<file path="src/rtl/l2_ram_slave_bridge.sv">
`default_nettype none
// ============================================================================
// Module      : l2_ram_slave_bridge
// Description : Bridges a req/gnt peripheral slave port onto a single-port
//               word-addressed SRAM. At most one transaction is in flight:
//               a request is granted in IDLE, the SRAM is strobed in that
//               same cycle, and the response is returned one cycle later.
//               Write statistics (count, XOR of data) and a sticky error
//               flag are kept alongside.
// Ports       : clk_i, rst_i                 clock, sync active-high reset
//               per_slave_*_i / per_slave_gnt_o  peripheral request channel
//               per_slave_r_*_o              peripheral response channel
//               mem_*                        SRAM port (rdata 1 cycle after req)
//               stats_clr_i, wr_count_o,
//               wr_xor_o, err_o              statistics and error status
// Revision    : 1.0 - initial release
// ============================================================================
module l2_ram_slave_bridge #(
   parameter int                         ADDR_WIDTH     = 12,
   parameter int                         PER_ID_WIDTH   = 1,
   parameter int                         PER_ADDR_WIDTH = 32,
   parameter logic [PER_ADDR_WIDTH-1:0]  BASE_ADDR      = 32'h1C000000
) (
   input  logic                      clk_i,
   input  logic                      rst_i,

   input  logic                      per_slave_req_i,
   input  logic [PER_ADDR_WIDTH-1:0] per_slave_add_i,
   input  logic                      per_slave_wen_i,
   input  logic [31:0]               per_slave_wdata_i,
   input  logic [3:0]                per_slave_be_i,
   input  logic [PER_ID_WIDTH-1:0]   per_slave_id_i,
   output logic                      per_slave_gnt_o,

   output logic                      per_slave_r_valid_o,
   output logic                      per_slave_r_opc_o,
   output logic [PER_ID_WIDTH-1:0]   per_slave_r_id_o,
   output logic [31:0]               per_slave_r_rdata_o,

   output logic                      mem_req_o,
   output logic                      mem_we_o,
   output logic [ADDR_WIDTH-1:0]     mem_addr_o,
   output logic [31:0]               mem_wdata_o,
   output logic [3:0]                mem_be_o,
   input  logic [31:0]               mem_rdata_i,

   input  logic                      stats_clr_i,
   output logic [ADDR_WIDTH:0]       wr_count_o,
   output logic [31:0]               wr_xor_o,
   output logic                      err_o
);

   typedef enum logic [0:0] {
      IDLE = 1'b0,
      RESP = 1'b1
   } state_t;

   localparam logic [PER_ADDR_WIDTH-1:0] c_base = BASE_ADDR;

   state_t                    r_state;
   logic [PER_ID_WIDTH-1:0]   r_id;
   logic                      r_wen;
   logic                      r_err;

   logic [ADDR_WIDTH:0]       r_wr_count;
   logic [31:0]               r_wr_xor;
   logic                      r_err_sticky;

   logic [PER_ADDR_WIDTH-1:0] w_offset;
   logic                      w_below;
   logic                      w_above;
   logic                      w_misalign;
   logic                      w_err;
   logic                      w_gnt;
   logic                      w_wr_ok;
   logic                      w_valid;

   // ------------------------------------------------------------------------
   // Request decode
   // ------------------------------------------------------------------------
   assign w_offset   = per_slave_add_i - c_base;
   assign w_below    = (per_slave_add_i < c_base);
   // Any offset bit at or above the top of the SRAM byte range is out of range.
   assign w_above    = ((w_offset >> (ADDR_WIDTH + 2)) != '0);
   assign w_misalign = (per_slave_add_i[1:0] != 2'b00);
   assign w_err      = w_below | w_above | w_misalign;

   // Grant is forced low during reset so nothing is accepted in that cycle.
   assign w_gnt   = (r_state == IDLE) && per_slave_req_i && !rst_i;
   assign w_wr_ok = w_gnt && !w_err && !per_slave_wen_i;

   assign per_slave_gnt_o = w_gnt;

   // ------------------------------------------------------------------------
   // SRAM strobe: only in the accept cycle of an in-range request
   // ------------------------------------------------------------------------
   assign mem_req_o   = w_gnt && !w_err;
   assign mem_we_o    = mem_req_o && !per_slave_wen_i;
   assign mem_addr_o  = w_offset[ADDR_WIDTH+1:2];
   assign mem_wdata_o = per_slave_wdata_i;
   assign mem_be_o    = per_slave_be_i;

   // ------------------------------------------------------------------------
   // Response: SRAM read data arrives during RESP, so it is forwarded
   // straight through rather than registered.
   // ------------------------------------------------------------------------
   assign w_valid             = (r_state == RESP) && !rst_i;
   assign per_slave_r_valid_o = w_valid;
   assign per_slave_r_opc_o   = w_valid && r_err;
   assign per_slave_r_id_o    = w_valid ? r_id : '0;
   assign per_slave_r_rdata_o = (w_valid && !r_err && r_wen) ? mem_rdata_i : 32'h0;

   // ------------------------------------------------------------------------
   // Transaction FSM
   // ------------------------------------------------------------------------
   always_ff @(posedge clk_i) begin
      if (rst_i) begin
         r_state <= IDLE;
         r_id    <= '0;
         r_wen   <= 1'b0;
         r_err   <= 1'b0;
      end else begin
         case (r_state)
            IDLE: begin
               if (w_gnt) begin
                  r_id    <= per_slave_id_i;
                  r_wen   <= per_slave_wen_i;
                  r_err   <= w_err;
                  r_state <= RESP;
               end
            end
            RESP: begin
               r_state <= IDLE;
            end
            default: begin
               r_state <= IDLE;
            end
         endcase
      end
   end

   // ------------------------------------------------------------------------
   // Statistics; clear wins over an event in the same cycle.
   // ------------------------------------------------------------------------
   always_ff @(posedge clk_i) begin
      if (rst_i || stats_clr_i) begin
         r_wr_count   <= '0;
         r_wr_xor     <= 32'h0;
         r_err_sticky <= 1'b0;
      end else begin
         if (w_wr_ok) begin
            if (~&r_wr_count) begin
               r_wr_count <= r_wr_count + 1'b1;
            end
            r_wr_xor <= r_wr_xor ^ per_slave_wdata_i;
         end
         if (w_gnt && w_err) begin
            r_err_sticky <= 1'b1;
         end
      end
   end

   assign wr_count_o = r_wr_count;
   assign wr_xor_o   = r_wr_xor;
   assign err_o      = r_err_sticky;

endmodule
`default_nettype wire
</file>
<file path="config.mk">
export PLATFORM = sky130hd
export DESIGN_NAME = l2_ram_slave_bridge
export DESIGN_NICKNAME = d
export VERILOG_FILES = /design/src/rtl/l2_ram_slave_bridge.sv
export SDC_FILE = /design/constraint.sdc
export NUM_CORES = 1
export LEC_CHECK = 0
export ABC_AREA = 1
export BUFFER_PORTS_ARGS = -buffer_cell sky130_fd_sc_hd__buf_2
export CAP_MARGIN = 10
export CORE_AREA = 2 2 92 94
export CTS_CLUSTER_DIAMETER = 60
export DETAILED_ROUTE_END_ITERATION = 7
export DIE_AREA = 0 0 94 96
export PLACE_DENSITY = 0.87
export SYNTH_ARGS = -nofsm -noshare
export SYNTH_HDL_FRONTEND = slang
export SYNTH_SLANG_ARGS = --single-unit
</file>
<file path="constraint.sdc">
create_clock -name clk_i -period 1.85 [get_ports clk_i]
set_input_delay 0.37 -clock clk_i [delete_from_list [all_inputs] [get_ports clk_i]]
set_output_delay 0.37 -clock clk_i [all_outputs]
set_load 0.05 [all_outputs]
</file>
## After elaboration in Yosys (flattened, before gate mapping)

Index checks and enable logic that the tools add are counted.

| storage, ports and cells | value |
|---|---|
| register bits after elaboration | 50 |
| bits of input ports | 106 |
| logic and storage cells | 38 |

| operators by class | value |
|---|---|
| $add $sub $neg | 2 |
| magnitude comparators | 1 |
| muxes and demuxes | 4 |
| bitwise logic cells | 5 |
| reduce and logical (&&, ||, !) cells | 19 |

Operator list:

| kind | number |
|---|---|
| $lt A32 B29 Y1 const B | 1 |
| $mux W32 | 1 |
| $reduce_bool A32 Y1 | 1 |
| $sub A32 B29 Y32 const B | 1 |
| $xor A32 B32 Y32 | 1 |
| $add A13 B1 Y13 const B | 1 |
| $reduce_and A13 Y1 | 1 |
| $logic_and A1 B1 Y1 | 9 |
| $logic_not A1 Y1 | 4 |
| $reduce_and A2 Y1 | 2 |
| $mux W1 | 2 |
| $not A1 Y1 | 2 |
| $or A1 B1 Y1 | 2 |
| $pmux W1 S2 | 1 |
| $reduce_bool A2 Y1 | 1 |
| $logic_or A1 B1 Y1 | 1 |

## Logic depth before layout (Yosys ltp)

| depth | value |
|---|---|
| word-level depth | 8 |
| gate-level depth with buffers | 11 |

## Worst setup path before layout

No wires, ideal clock.

| path | value |
|---|---|
| path kind | input-to-output |
| start point | in rst_i |
| end point | out per_slave_r_rdata_o[10] |
| data arrival time | 2.268 ns |
| data required time | 1.480 ns |
| path slack | -0.788 ns |
| cell stages on the path | 4 |
| path buffers | 1 |
| cell sequence | nor2_1 > nand3_1 > clkbuf_1 > nor2_1 |

| between the ends | value |
|---|---|
| word-level cells in the longest chain between the ends | 5 |

Ends and longest elaborated chain:

| what | line | text |
|---|---|---|
| start: declaration | 25 | `input logic rst_i,` |
| $logic_not A1 Y1 | 107 | `assign w_valid = (r_state == RESP) && !rst_i;` |
| $logic_and A1 B1 Y1 | 107 |  |
| $logic_and A1 B1 Y1 (2 in a row) | 111 | `assign per_slave_r_rdata_o = (w_valid && !r_err && r_wen) ? mem_rdata_i : 32'h0;` |
| $mux W32 | 111 |  |
| end: declaration | 38 | `output logic [31:0] per_slave_r_rdata_o,` |

No other way between the ends.

## Final worst setup path

| path | value |
|---|---|
| start point | reg r_state |
| end point | out per_slave_r_rdata_o[11] |

| between the ends | value |
|---|---|
| word-level cells in the longest chain between the ends | 4 |

Ends and longest elaborated chain:

| what | line | text |
|---|---|---|
| start: declaration | 60 | `state_t r_state;` |
| start signal: assignment | 118 | `r_state <= IDLE;` |
| start signal: assignment | 129 | `r_state <= RESP;` |
| start signal: assignment | 133 | `r_state <= IDLE;` |
| $logic_and A1 B1 Y1 | 107 |  |
| $logic_and A1 B1 Y1 (2 in a row) | 111 |  |
| $mux W32 | 111 |  |

No other way between the ends.

==> impl_metrics.tcl <==
set metrics [dict create \
    rows 33 \
    synth_seq_cells 50 \
    power_report.internal_total_mw 1.53 \
    coreArea_sq_um 8050 \
    met1_usage 0.179 \
    seq_power_share 0.494 \
    path_max_fanout 19 \
    status "finished, final reports clean" \
    avgRoutedWirePerCell_um 12.5 \
    crit_type "reg -> out" \
    switching_share 0.305 \
    synthesis.area_sq_um 2990 \
    drcViolationCount 0 \
    grt_pass1_vias 2697 \
    numCtsBuffers 5 \
    drt_iter0_markers 181 \
    final_cell_mix "buf_2, nor2_1, nand2_1" \
    die_area_sq_um 9020 \
    cts_max_path_buffers 2 \
    critPathRequiredTime_ps 1480 \
    clkPwrFrac 0.297 \
    design_area_sq_um 4430 \
    cts_root_buffer "clkbuf_8" \
    hold_depth 3 \
    area_growth_pct 48.5 \
    grt_max_degree 46 \
    port_buffers 205 \
    instances_no_fill 725 \
    crit_chain "inv_4 -> nor2_4 -> nand3_4 -> buf_12 -> nor2_4 -> buf_6" \
    gp_congestion 0.811 \
    antenna_found_initial 0 \
    grt_busiest_layer "met2" \
    hpwl_um 6690 \
    cap_violations 0 \
    use_met2 0.331 \
    min_to "r_id" \
    p_comb_frac 0.209 \
    synth_warnings 0 \
    max_freq_ghz 0.551 \
    syn_area_per_cell_sq_um 6.59 \
    cts_sinks 50 \
    p_switching_mw 0.670 \
    p_leak_nw 2.22 \
    grt_util_met3 0.0431 \
    viasPerCell 4.55 \
    ant_nets 0 \
    finalCritPeriodShare 0.981 \
    worstHoldPathType "in -> reg" \
    start_util 0.371 \
    drive_above_1_share 0.463 \
    num_vias 3298 \
    cp_slowest_stage_delay_ps 350 \
    slowest_stage "dfxtp_2" \
    fin_setup_tns_ps 0 \
    cts_tree "done" \
    clock_skew_ps 6.80 \
    postLayoutCoreUtil 0.551 \
    hold_violations 0 \
    nets 726 \
    dpl_cell_area_sq_um 4080 \
    worstSetupEndpointType "primary output" \
    r2r_end "wr_xor_o[13]" \
    clk-insertion-delay-late_ps 290 \
    tightest_slew_ps 316 \
    reg2reg_depth 9 \
    h-tree-depth 2 \
    vdd_drop_max_uv 383 \
    ys_seq_area_frac 0.335 \
    postCtsHoldBufs 0 \
    startpoint_type "flip-flop" \
    ys_types 28 \
    cpMostUsedCell "nor2_4" \
    die_h_um 96 \
    r2r-start "r_state" \
    slew_violations 0 \
    min_from "per_slave_id_i" \
    syn_inst 453 \
    relSlewSlack 0.788 \
    dp_cells 715 \
    routed_wl_um 9080 \
    die_x_um 94 \
    grtUsageTotal 0.169 \
    setup_viol 0 \
    grt_overflow 0 \
    rsz0062_at_grt "yes" \
    arrival_ps 1440 \
    clkSlewWorstSetupHoldPaths_ps 90 \
    p_per_area_nw_per_um2 496 \
    final_common_cell "buf_2" \
    syn_nets 560 \
    grt_pass1_wl_um 12200 \
    period_minus_slack_ps 1810 \
    ios 238 \
    reg2reg_slack_ps 280 \
    n_antenna_cell 0 \
    drt_pass1_iterations 4 \
]
cell families after synthesis:
logic type | count (synthesis) | share of synthesized area
AND/OR/NAND/NOR | 226 | 0.325
buffers and inverters | 127 | 0.240
flip-flops | 50 | 0.335
AO/OA/AOI/OAI | 49 | 0.0956
adder cells (fa/ha/maj) | 1 | 0.00419
stage by stage:
stage                     hold WS, ps  worst slack (ps)  power [mW]
after floorplan                   447             -63.2        1.52
after global placement            456              52.3        1.55
after detailed placement          491              42.2        1.56
after CTS                         271              1.59        2.22
after global routing              299             -60.1        2.31
final                             278              35.9        2.20
worst max-delay path by stage:
stage	startpoint	to	slack, ps
6_report	r_state	per_slave_r_rdata_o[11]	40
5_1_grt	r_state	per_slave_r_rdata_o[11]	-60
4_1_cts	r_state	per_slave_r_rdata_o[25]	2
3_5_place_dp	per_slave_add_i[21]	wr_xor_o[17]	40
3_3_place_gp	rst_i	wr_xor_o[8]	50
2_1_floorplan	rst_i	per_slave_r_rdata_o[0]	-60
layout make-up:
type	instances	area (sq um)
inverters	65	248
multi-input cells	276	1540
fillers	758	3620
well taps	105	131
flip-flops and latches	50	1000
clock inverters	1	5.00
repair buffers	221	1420
clock buffers	7	86.3
power groups by stage:
| stage | combinational, mW | sequential, mW | clock (mW) |
|---|---|---|---|
| finish | 0.459 | 1.09 | 0.654 |
| global route | 0.493 | 1.09 | 0.724 |
| CTS | 0.450 | 1.09 | 0.686 |
| detailed placement | 0.446 | 1.11 | 0 |
| global placement | 0.443 | 1.11 | 0 |
| floorplan | 0.405 | 1.11 | 0 |
state kept, by name (all words and copies together) (netlist names):
| name | count |
|---|---|
| wr_xor_o | 32 |
| r_err | 1 |
| wr_count_o | 13 |
| r_id | 1 |
| r_wen | 1 |
| err_o | 1 |
| r_state | 1 |
cells in the mapped netlist (all sizes together):
master	n	share of area
buf	55	0.15
and2	1	0.0021
nor3	4	0.0067
ha	1	0.0042
o21ai	10	0.017
nand4	6	0.015
dfxtp	50	0.34
o21bai	1	0.0025
clkbuf	7	0.0088
inv	63	0.079
clkinv	2	0.0029
nand2	64	0.083
a31oi	1	0.0042
a21oi	37	0.072
nand3	42	0.075
nor2	109	0.14
metal layers:
| metal | routed length, um | share of wire |
|---|---|---|
| met2 | 4830 | 0.53 |
| met1 | 3230 | 0.36 |
| met3 | 823 | 0.091 |
| met4 | 189 | 0.021 |
| met5 | 0 | 0 |
what timing repair did:
action | CTS | global route
pin swaps | 0 | 2
gates cloned | 0 | 1
buffers inserted | 0 | 1
resized for setup | 29 | 46
endpoints found under the setup margin | 29 | 36
worst max-delay path, delay by kind of cell (launching register included):
family,cells,cell delay [ps]
buf+inv,3,430
simple gates,3,360
flops,1,350
(Power assumes the default switching activity.)
